File: src/rtl/load_store_unit_pkg.sv
// Shared RV32I types for the memory stage: funct3 encodings,
// LSU state and access-size helpers.
package rv32i_types;

  typedef enum logic [2:0] {
    LB  = 3'b000,
    LH  = 3'b001,
    LW  = 3'b010,
    LBU = 3'b100,
    LHU = 3'b101
  } load_funct3_t;

  typedef enum logic [2:0] {
    SB = 3'b000,
    SH = 3'b001,
    SW = 3'b010
  } store_funct3_t;

  typedef enum logic [1:0] {
    IDLE,
    BUSY,
    DONE
  } lsu_state_t;

  typedef enum logic [1:0] {
    SZ_B,
    SZ_H,
    SZ_W
  } lsu_size_t;

  // Unknown encodings fall through to a word access.
  function automatic lsu_size_t lsu_size(
    input logic       load,
    input logic [2:0] f3
  );
    lsu_size_t s;
    s = SZ_W;
    if (load) begin
      case (load_funct3_t'(f3))
        LB, LBU: s = SZ_B;
        LH, LHU: s = SZ_H;
        default: s = SZ_W;
      endcase
    end else begin
      case (store_funct3_t'(f3))
        SB:      s = SZ_B;
        SH:      s = SZ_H;
        default: s = SZ_W;
      endcase
    end
    return s;
  endfunction

  function automatic logic lsu_aligned(
    input lsu_size_t  s,
    input logic [1:0] off
  );
    logic ok;
    case (s)
      SZ_H:    ok = ~off[0];
      SZ_W:    ok = (off == 2'b00);
      default: ok = 1'b1;
    endcase
    return ok;
  endfunction

endpackage

File: src/rtl/load_store_unit_if.sv
// Data-memory request/response bus between the LSU
// (master) and the memory (slave).
interface load_store_unit_if;
  logic [31:0] address;
  logic        read;
  logic        write;
  logic [3:0]  wmask;
  logic [31:0] wdata;
  logic [31:0] rdata;
  logic        resp;

  modport master (
    output address, read, write, wmask, wdata,
    input  rdata, resp
  );

  modport slave (
    input  address, read, write, wmask, wdata,
    output rdata, resp
  );
endinterface

File: src/rtl/load_store_unit_load_align.sv
// Extracts the addressed byte/half/word from a memory word
// and sign- or zero-extends it.
module lsu_load_align
  import rv32i_types::*;
(
  input  logic [31:0] rdata,
  input  logic [2:0]  funct3,
  input  logic [1:0]  offset,
  output logic [31:0] result
);

  logic [7:0]  b;
  logic [15:0] h;

  assign b = rdata[{offset, 3'b000} +: 8];
  assign h = offset[1] ? rdata[31:16] : rdata[15:0];

  always_comb begin
    result = rdata;
    unique case (load_funct3_t'(funct3))
      LB:      result = {{24{b[7]}}, b};
      LH:      result = {{16{h[15]}}, h};
      LBU:     result = {24'b0, b};
      LHU:     result = {16'b0, h};
      default: result = rdata;
    endcase
  end

endmodule

File: src/rtl/load_store_unit.sv
// Memory-stage load/store unit: one dmem request per load/store,
// pipeline stall until the response, formatted load data out.
module load_store_unit
  import rv32i_types::*;
#(
  parameter int TIMEOUT_CYCLES = 256
) (
  input  logic                      clk,
  input  logic                      rst,
  input  logic                      in_valid,
  input  logic                      in_load,
  input  logic                      in_store,
  input  logic [2:0]                in_funct3,
  input  logic [31:0]               in_addr,
  input  logic [31:0]               in_wdata,
  input  logic                      flush,
  load_store_unit_if.master         dmem,
  output logic                      stall_o,
  output logic                      ld_valid_o,
  output logic [31:0]               ld_data_o,
  output logic                      misaligned_o,
  output logic                      timeout_o
);

  localparam logic [31:0] TO = 32'(TIMEOUT_CYCLES);

  lsu_state_t  state;
  lsu_state_t  state_n;
  lsu_size_t   size;

  logic        mem_op;
  logic        aligned;
  logic        idle;
  logic        accept;

  logic [3:0]  mask_n;
  logic [31:0] wdata_n;

  logic [31:0] addr_q;
  logic [3:0]  mask_q;
  logic [31:0] wdata_q;
  logic        read_q;
  logic        write_q;
  logic        load_q;
  logic [2:0]  f3_q;
  logic [1:0]  off_q;
  logic        flushed_q;
  logic [31:0] ld_data_q;
  logic        to_q;

  logic [31:0] cnt;
  logic [31:0] cnt_n;
  logic        hit_to;
  logic [31:0] align_out;

  assign mem_op  = in_valid & (in_load | in_store);
  assign size    = lsu_size(in_load, in_funct3);
  assign aligned = lsu_aligned(size, in_addr[1:0]);
  assign idle    = (state == IDLE);
  assign accept  = idle & mem_op & aligned & ~flush;

  assign misaligned_o = idle & mem_op & ~aligned & ~flush;

  always_comb begin
    mask_n  = 4'b1111;
    wdata_n = in_wdata;
    unique case (1'b1)
      size == SZ_B: begin
        mask_n  = 4'b0001 << in_addr[1:0];
        wdata_n = {4{in_wdata[7:0]}};
      end
      size == SZ_H: begin
        mask_n  = 4'b0011 << in_addr[1:0];
        wdata_n = {2{in_wdata[15:0]}};
      end
      default: begin
        mask_n  = 4'b1111;
        wdata_n = in_wdata;
      end
    endcase
    if (in_load || !in_store) begin
      mask_n = 4'b0000;
    end
  end

  always_comb begin
    state_n = state;
    stall_o = 1'b0;
    unique case (state)
      IDLE: begin
        if (accept) begin
          state_n = BUSY;
          stall_o = 1'b1;
        end
      end
      BUSY: begin
        stall_o = 1'b1;
        if (dmem.resp) begin
          state_n = DONE;
        end
      end
      DONE: begin
        state_n = IDLE;
      end
      default: begin
        state_n = IDLE;
      end
    endcase
  end

  // Counter saturates so a hung bus never wraps back under the limit.
  assign cnt_n  = (cnt == '1) ? cnt : cnt + 32'd1;
  assign hit_to = (TO != '0) && (cnt_n >= TO) && !dmem.resp;

  lsu_load_align u_align (
    .rdata  (dmem.rdata),
    .funct3 (f3_q),
    .offset (off_q),
    .result (align_out)
  );

  always_ff @(posedge clk or negedge rst) begin
    if (!rst) begin
      state     <= IDLE;
      addr_q    <= '0;
      mask_q    <= '0;
      wdata_q   <= '0;
      read_q    <= 1'b0;
      write_q   <= 1'b0;
      load_q    <= 1'b0;
      f3_q      <= '0;
      off_q     <= '0;
      flushed_q <= 1'b0;
      ld_data_q <= '0;
      to_q      <= 1'b0;
      cnt       <= '0;
    end else begin
      state <= state_n;
      if (accept) begin
        addr_q    <= {in_addr[31:2], 2'b00};
        mask_q    <= mask_n;
        wdata_q   <= wdata_n;
        read_q    <= in_load;
        write_q   <= in_store & ~in_load;
        load_q    <= in_load;
        f3_q      <= in_funct3;
        off_q     <= in_addr[1:0];
        flushed_q <= 1'b0;
        cnt       <= '0;
      end
      if (state == BUSY) begin
        cnt <= cnt_n;
        if (flush) begin
          flushed_q <= 1'b1;
        end
        if (hit_to) begin
          to_q <= 1'b1;
        end
        if (dmem.resp) begin
          read_q  <= 1'b0;
          write_q <= 1'b0;
          if (load_q) begin
            ld_data_q <= align_out;
          end
        end
      end
    end
  end

  assign dmem.address = addr_q;
  assign dmem.read    = read_q;
  assign dmem.write   = write_q;
  assign dmem.wmask   = mask_q;
  assign dmem.wdata   = wdata_q;

  assign ld_valid_o = (state == DONE) & load_q & ~flushed_q;
  assign ld_data_o  = ld_data_q;
  assign timeout_o  = to_q;

endmodule

File: src/flat_wrapper.sv
// flat-port wrapper written by rule: the top's interface ports become plain ports
module load_store_unit_flat import rv32i_types::*;
#(
  parameter int TIMEOUT_CYCLES = 256
)
  (clk, rst, in_valid, in_load, in_store, in_funct3, in_addr, in_wdata, flush, stall_o, ld_valid_o, ld_data_o, misaligned_o, timeout_o, dmem_address, dmem_read, dmem_write, dmem_wmask, dmem_wdata, dmem_rdata, dmem_resp);
  load_store_unit_if dmem_i ();
  input  logic clk;
  input  logic rst;
  input  logic in_valid;
  input  logic in_load;
  input  logic in_store;
  input  logic [2:0] in_funct3;
  input  logic [31:0] in_addr;
  input  logic [31:0] in_wdata;
  input  logic flush;
  output logic stall_o;
  output logic ld_valid_o;
  output logic [31:0] ld_data_o;
  output logic misaligned_o;
  output logic timeout_o;
  output wire logic [$bits(dmem_i.address)-1:0] dmem_address;
  output wire logic [$bits(dmem_i.read)-1:0] dmem_read;
  output wire logic [$bits(dmem_i.write)-1:0] dmem_write;
  output wire logic [$bits(dmem_i.wmask)-1:0] dmem_wmask;
  output wire logic [$bits(dmem_i.wdata)-1:0] dmem_wdata;
  input wire logic [$bits(dmem_i.rdata)-1:0] dmem_rdata;
  input wire logic [$bits(dmem_i.resp)-1:0] dmem_resp;
  assign dmem_address = dmem_i.address;
  assign dmem_read = dmem_i.read;
  assign dmem_write = dmem_i.write;
  assign dmem_wmask = dmem_i.wmask;
  assign dmem_wdata = dmem_i.wdata;
  assign dmem_i.rdata = dmem_rdata;
  assign dmem_i.resp = dmem_resp;
  load_store_unit #(.TIMEOUT_CYCLES(TIMEOUT_CYCLES)) u_core (.clk(clk), .rst(rst), .in_valid(in_valid), .in_load(in_load), .in_store(in_store), .in_funct3(in_funct3), .in_addr(in_addr), .in_wdata(in_wdata), .flush(flush), .dmem(dmem_i), .stall_o(stall_o), .ld_valid_o(ld_valid_o), .ld_data_o(ld_data_o), .misaligned_o(misaligned_o), .timeout_o(timeout_o));
endmodule
File: config.mk
export PLATFORM = sky130hd
export DESIGN_NAME = load_store_unit_flat
export DESIGN_NICKNAME = d
export VERILOG_FILES = /design/src/rtl/load_store_unit_pkg.sv /design/src/rtl/load_store_unit_if.sv /design/src/rtl/load_store_unit_load_align.sv /design/src/rtl/load_store_unit.sv /design/src/flat_wrapper.sv
export SDC_FILE = /design/constraint.sdc
export NUM_CORES = 1
export LEC_CHECK = 0
export ABC_CLOCK_PERIOD_IN_PS = 3350
export CAP_MARGIN = 20
export CORE_MARGIN = 8
export CORE_UTILIZATION = 48
export DETAILED_ROUTE_END_ITERATION = 12
export PLACE_DENSITY = 0.77
export RECOVER_POWER = 25
export SLEW_MARGIN = 20
export SYNTH_ARGS = -nofsm -noshare
export SYNTH_HDL_FRONTEND = slang
export SYNTH_SLANG_ARGS = --single-unit
File: constraint.sdc
create_clock -name clk -period 3.35 [get_ports clk]
set_clock_uncertainty 0.1 [all_clocks]
set_input_delay 0.335 -clock clk [delete_from_list [all_inputs] [get_ports clk]]
set_output_delay 0.335 -clock clk [all_outputs]
set_load 0.1 [all_outputs]
==> reports/metrics.csv <==
stage,metric,value,unit
die,initial_utilization,48.27,%
worst_setup_path,slowest_delay,0.49,ns
worst_setup_path,cp-end-kind,output port,
clocking,htreeDepth,4,
worst_setup_path,rr_startpoint,u_core.cnt[0]$_DFFE_PN0P_,
pwr,power_leakage,4.471,nW
clocking,post_cts.repair.setup_buffers,0,
yosys,syn-cell-area,0.007229,sq mm
clocking,cts_tree,yes,
worst_setup_path,crit_slowest_cell,clkdlybuf4s50_1,
die,die_area,0.01924,sq mm
clocking,clock_latency,0.42,ns
global_routing,grt_max_degree,88,
global_routing,grt_usage,24.66,%
die,dieWidth,138.7,microns
drt,drc,0,
global_routing,grt_pass1_wl,38.23,mm
cells_and_area,fin_nets,1171,
worst_setup_path,path_max_fanout,12,
worst_setup_path,reg2reg_to,u_core.timeout_o$_DFFE_PN0P_,
clocking,clkTransAtPathRegs,0.06,ns
yosys,synthDistinctLibCells,56,
cells_and_area,multi_input_area,0.003437,sq mm
worst_setup_path,setup.worst_path.class,in -> out,
drt,viasPerCell,5.735,
cells_and_area,stdcell_count,1263,
worst_setup_path,reg2reg_slack,0.44,ns
yosys,synthArstFlopShare,100.0,%
cells_and_area,fillers,1220,
clocking,cts_root_buf,clkbuf_16,
yosys,synthFlopType,dfrtp_1,
timing,maxSlewViolCount,88,
global_routing,grt-ovfl-total,0,
worst_setup_path,crit_arrival,2.55,ns
cells_and_area,layout.area.seq,0.003553,sq mm
placed_design,port_buffers,209,
yosys,seq_area_frac_synth,49.15,%
worst_setup_path,crit_end,stall_o,
yosys,syn_inst,862,
timing,finalSetupViolations,0,
worst_setup_path,required,2.91,ns
die,fp-row-count,45,
clocking,numCtsBuffers,17,
timing,setup_tns,0,ns
clocking,post_cts_resized,0,
drt,first_pass_iters,6,
yosys,ys_warn_count,0,
global_routing,antenna_found_initial,1,
hold_path,hold_path.class,in -> reg,
run_status,violations,"max-capacitance violations, max-slew violations",
worst_setup_path,reg2reg_depth,8,
timing,finalCritPeriodShare,89.03,%
placed_design,place_congestion,0.9394,
timing,worstMarginPinSlew,2.127,ns
worst_setup_path,start_kind,primary input,
drt,drt_iter0_drc,704,
global_routing,grt_pass1_vias,7123,
worst_setup_path,crit_chain,"clkdlybuf4s50_1, inv_1, a21oi_2, and2_1, inv_1, ha_1, nand2b_1, a21oi_1, nor2_1, nor2_4, nor2_1, inv_1, buf_12",
worst_setup_path,cp-startpoint,in_load,
yosys,synthTopCellsByArea,"dfrtp_1 49%, nand2_1 11%, nor2_1 4.7%, a21oi_1 4.5%, o21ai_0 4.2%",
yosys,synth_top_area_share,49.15,%
cells_and_area,area_growth,41.21,%
pwr,peakVddDrop,683.0,uV
timing,slew_headroom,-41.77,%
cells_and_area,drive_above_1_share,7.728,%
timing,rsz0062_at_grt,false,
yosys,synth-seq-cells,142,
yosys,postSynthAreaPerCell,8.387,sq um
placed_design,placed_cells,1229,
die,fp.dieH,138.7,microns
clocking,clock_path_buffers,2,
job,drv_cap,1,
drt,drt_wl_total,23.58,mm
run_status,status,"complete, but fails checks",
yosys,yosysTopAreaCell,dfrtp_1,
timing,hold_viol,0,
clocking,cts.sinks,142,
die,pin_count,212,
drt,wl_per_cell,18.67,microns
drt,antenna_left,0,
drt,via_count,7243,
worst_setup_path,cpMostUsedCell,inv_1,
timing,fin_crit,2.982,ns
pwr,powerDensity,982.7,mW/mm^2
placed_design,place_hpwl,17.11,mm
yosys,synth_edf_count,0,
die,core_area,0.01498,sq mm
timing,max_freq,0.3353,GHz
## where the power goes
| group | internal (mW) | total [mW] | switching [mW] | leakage [nW] |
|---|---|---|---|---|
| combinational | 1.24 | 5.50 | 4.26 | 2.35 |
| clock | 1.25 | 2.01 | 0.754 | 0.303 |
| sequential | 2.21 | 2.53 | 0.322 | 1.82 |
| total | 4.70 | 10.0 | 5.34 | 4.47 |
## critical path, delay by kind of cell
| family | cells | cell delay (ns) |
|---|---|---|
| buffers and inverters | 5 | 1.14 |
| AND/OR/NAND/NOR | 5 | 0.60 |
| AO/OA/AOI/OAI | 2 | 0.24 |
| adder cells (fa/ha/maj) | 1 | 0.20 |
## layer usage
metal / GRT usage (%) / wire length (microns) / up-vias
met3: 8.090 / 2388 / 51
li1: - / - / 3413
met4: 8.839 / 591 / 0
met2: 39.24 / 11010 / 367
met1: 30.85 / 9592 / 3412
met5: 0 / 0 / -
## sequential cells by signal, indices dropped and copies added (netlist names), 2 cells and up
name and count:
u_core.cnt 32, u_core.dmem.wmask 4, u_core.f3_q 3, u_core.state 2
u_core.dmem.address 30, u_core.ld_data_o 32, u_core.dmem.wdata 32, u_core.off_q 2
## cell usage after synthesis (all sizes together) (9+ instances only)
cell / count
a21oi: 65
a31oi: 19
and4: 9
buf: 12
clkbuf: 48
dfrtp: 142
inv: 9
mux2i: 9
nand2: 219
nand3: 25
nand4: 19
nor2: 91
nor3: 9
o21ai: 61
o31ai: 27
## metrics by stage
step	cell area (sq um)	power, mW	setup WS, ns	util (%)	hold slack, ns
finish	10210	10.03	0.3676	68.16	0.3354
global route	10210	10.42	0.1683	68.16	0.3416
CTS	10230	10.07	0.3745	68.28	0.3269
detailed placement	9594	8.043	0.3738	64.06	0.3546
global placement	9594	7.999	0.4477	64.06	0.3503
floorplan	7246	6.588	0.2937	-	-0.06059
## placed cells by master, fill, tap and decap left out, drive strengths merged, types with 3 or more instances in the layout
cell	netlist	routed
a211oi	4	4
a21o	3	3
a21oi	65	65
a221oi	8	8
a22o	5	5
a31oi	19	19
and2	8	8
and3	8	8
and4	9	9
buf	12	32
bufinv	0	4
clkbuf	48	24
clkdlybuf4s50	0	201
clkinv	1	7
dfrtp	142	142
ha	4	4
inv	9	11
mux2i	9	9
nand2	219	219
nand2b	5	5
nand3	25	25
nand4	19	19
nor2	91	91
nor3	9	9
nor4	4	4
o211ai	4	4
o21ai	61	61
o31ai	27	27
or2	3	3
or4	5	5
xnor2	6	6
xor2	3	3
## cells by family after synthesis
family / after synthesis / share of synthesized area [%]
AND/OR/NAND/NOR: 411 / 25.18
AO/OA/AOI/OAI: 213 / 18.14
flip-flops: 142 / 49.15
buffers and inverters: 70 / 3.825
multiplexers: 12 / 1.869
XOR/XNOR: 9 / 1.090
adder cells (fa/ha/maj): 4 / 0.6923
other: 1 / 0.05187
## how the worst min path moves through the flow
stage | start | end | slack [ns] | cells past startpoint
after floorplan | rst | u_core.cnt[0]$_DFFE_PN0P_ | -0.06 | 0
after global placement | rst | u_core.dmem.address[6]$_DFFE_PN0P_ | 0.35 | 1
after detailed placement | rst | u_core.dmem.address[6]$_DFFE_PN0P_ | 0.35 | 1
after CTS | in_addr[10] | u_core.dmem.address[10]$_DFFE_PN0P_ | 0.33 | 3
after global routing | in_addr[29] | u_core.dmem.address[29]$_DFFE_PN0P_ | 0.34 | 3
final | in_addr[10] | u_core.dmem.address[10]$_DFFE_PN0P_ | 0.34 | 3
## layout make-up
class	instances	share of cell area, %
flip-flops and latches	142	34.81
diodes	1	0.02451
clock buffers	19	4.241
clock inverters	13	1.851
repair buffers	239	22.74
well taps	188	2.304
multi-input cells	651	33.67
inverters	10	0.3677
## timing repair
item | in CTS | in global routing
endpoints found under the setup margin | 0 | 0
endpoints found under the hold margin | 84 | 0
hold buffers | 1 | 0
Note: power is estimated with default switching activity, not from simulation.
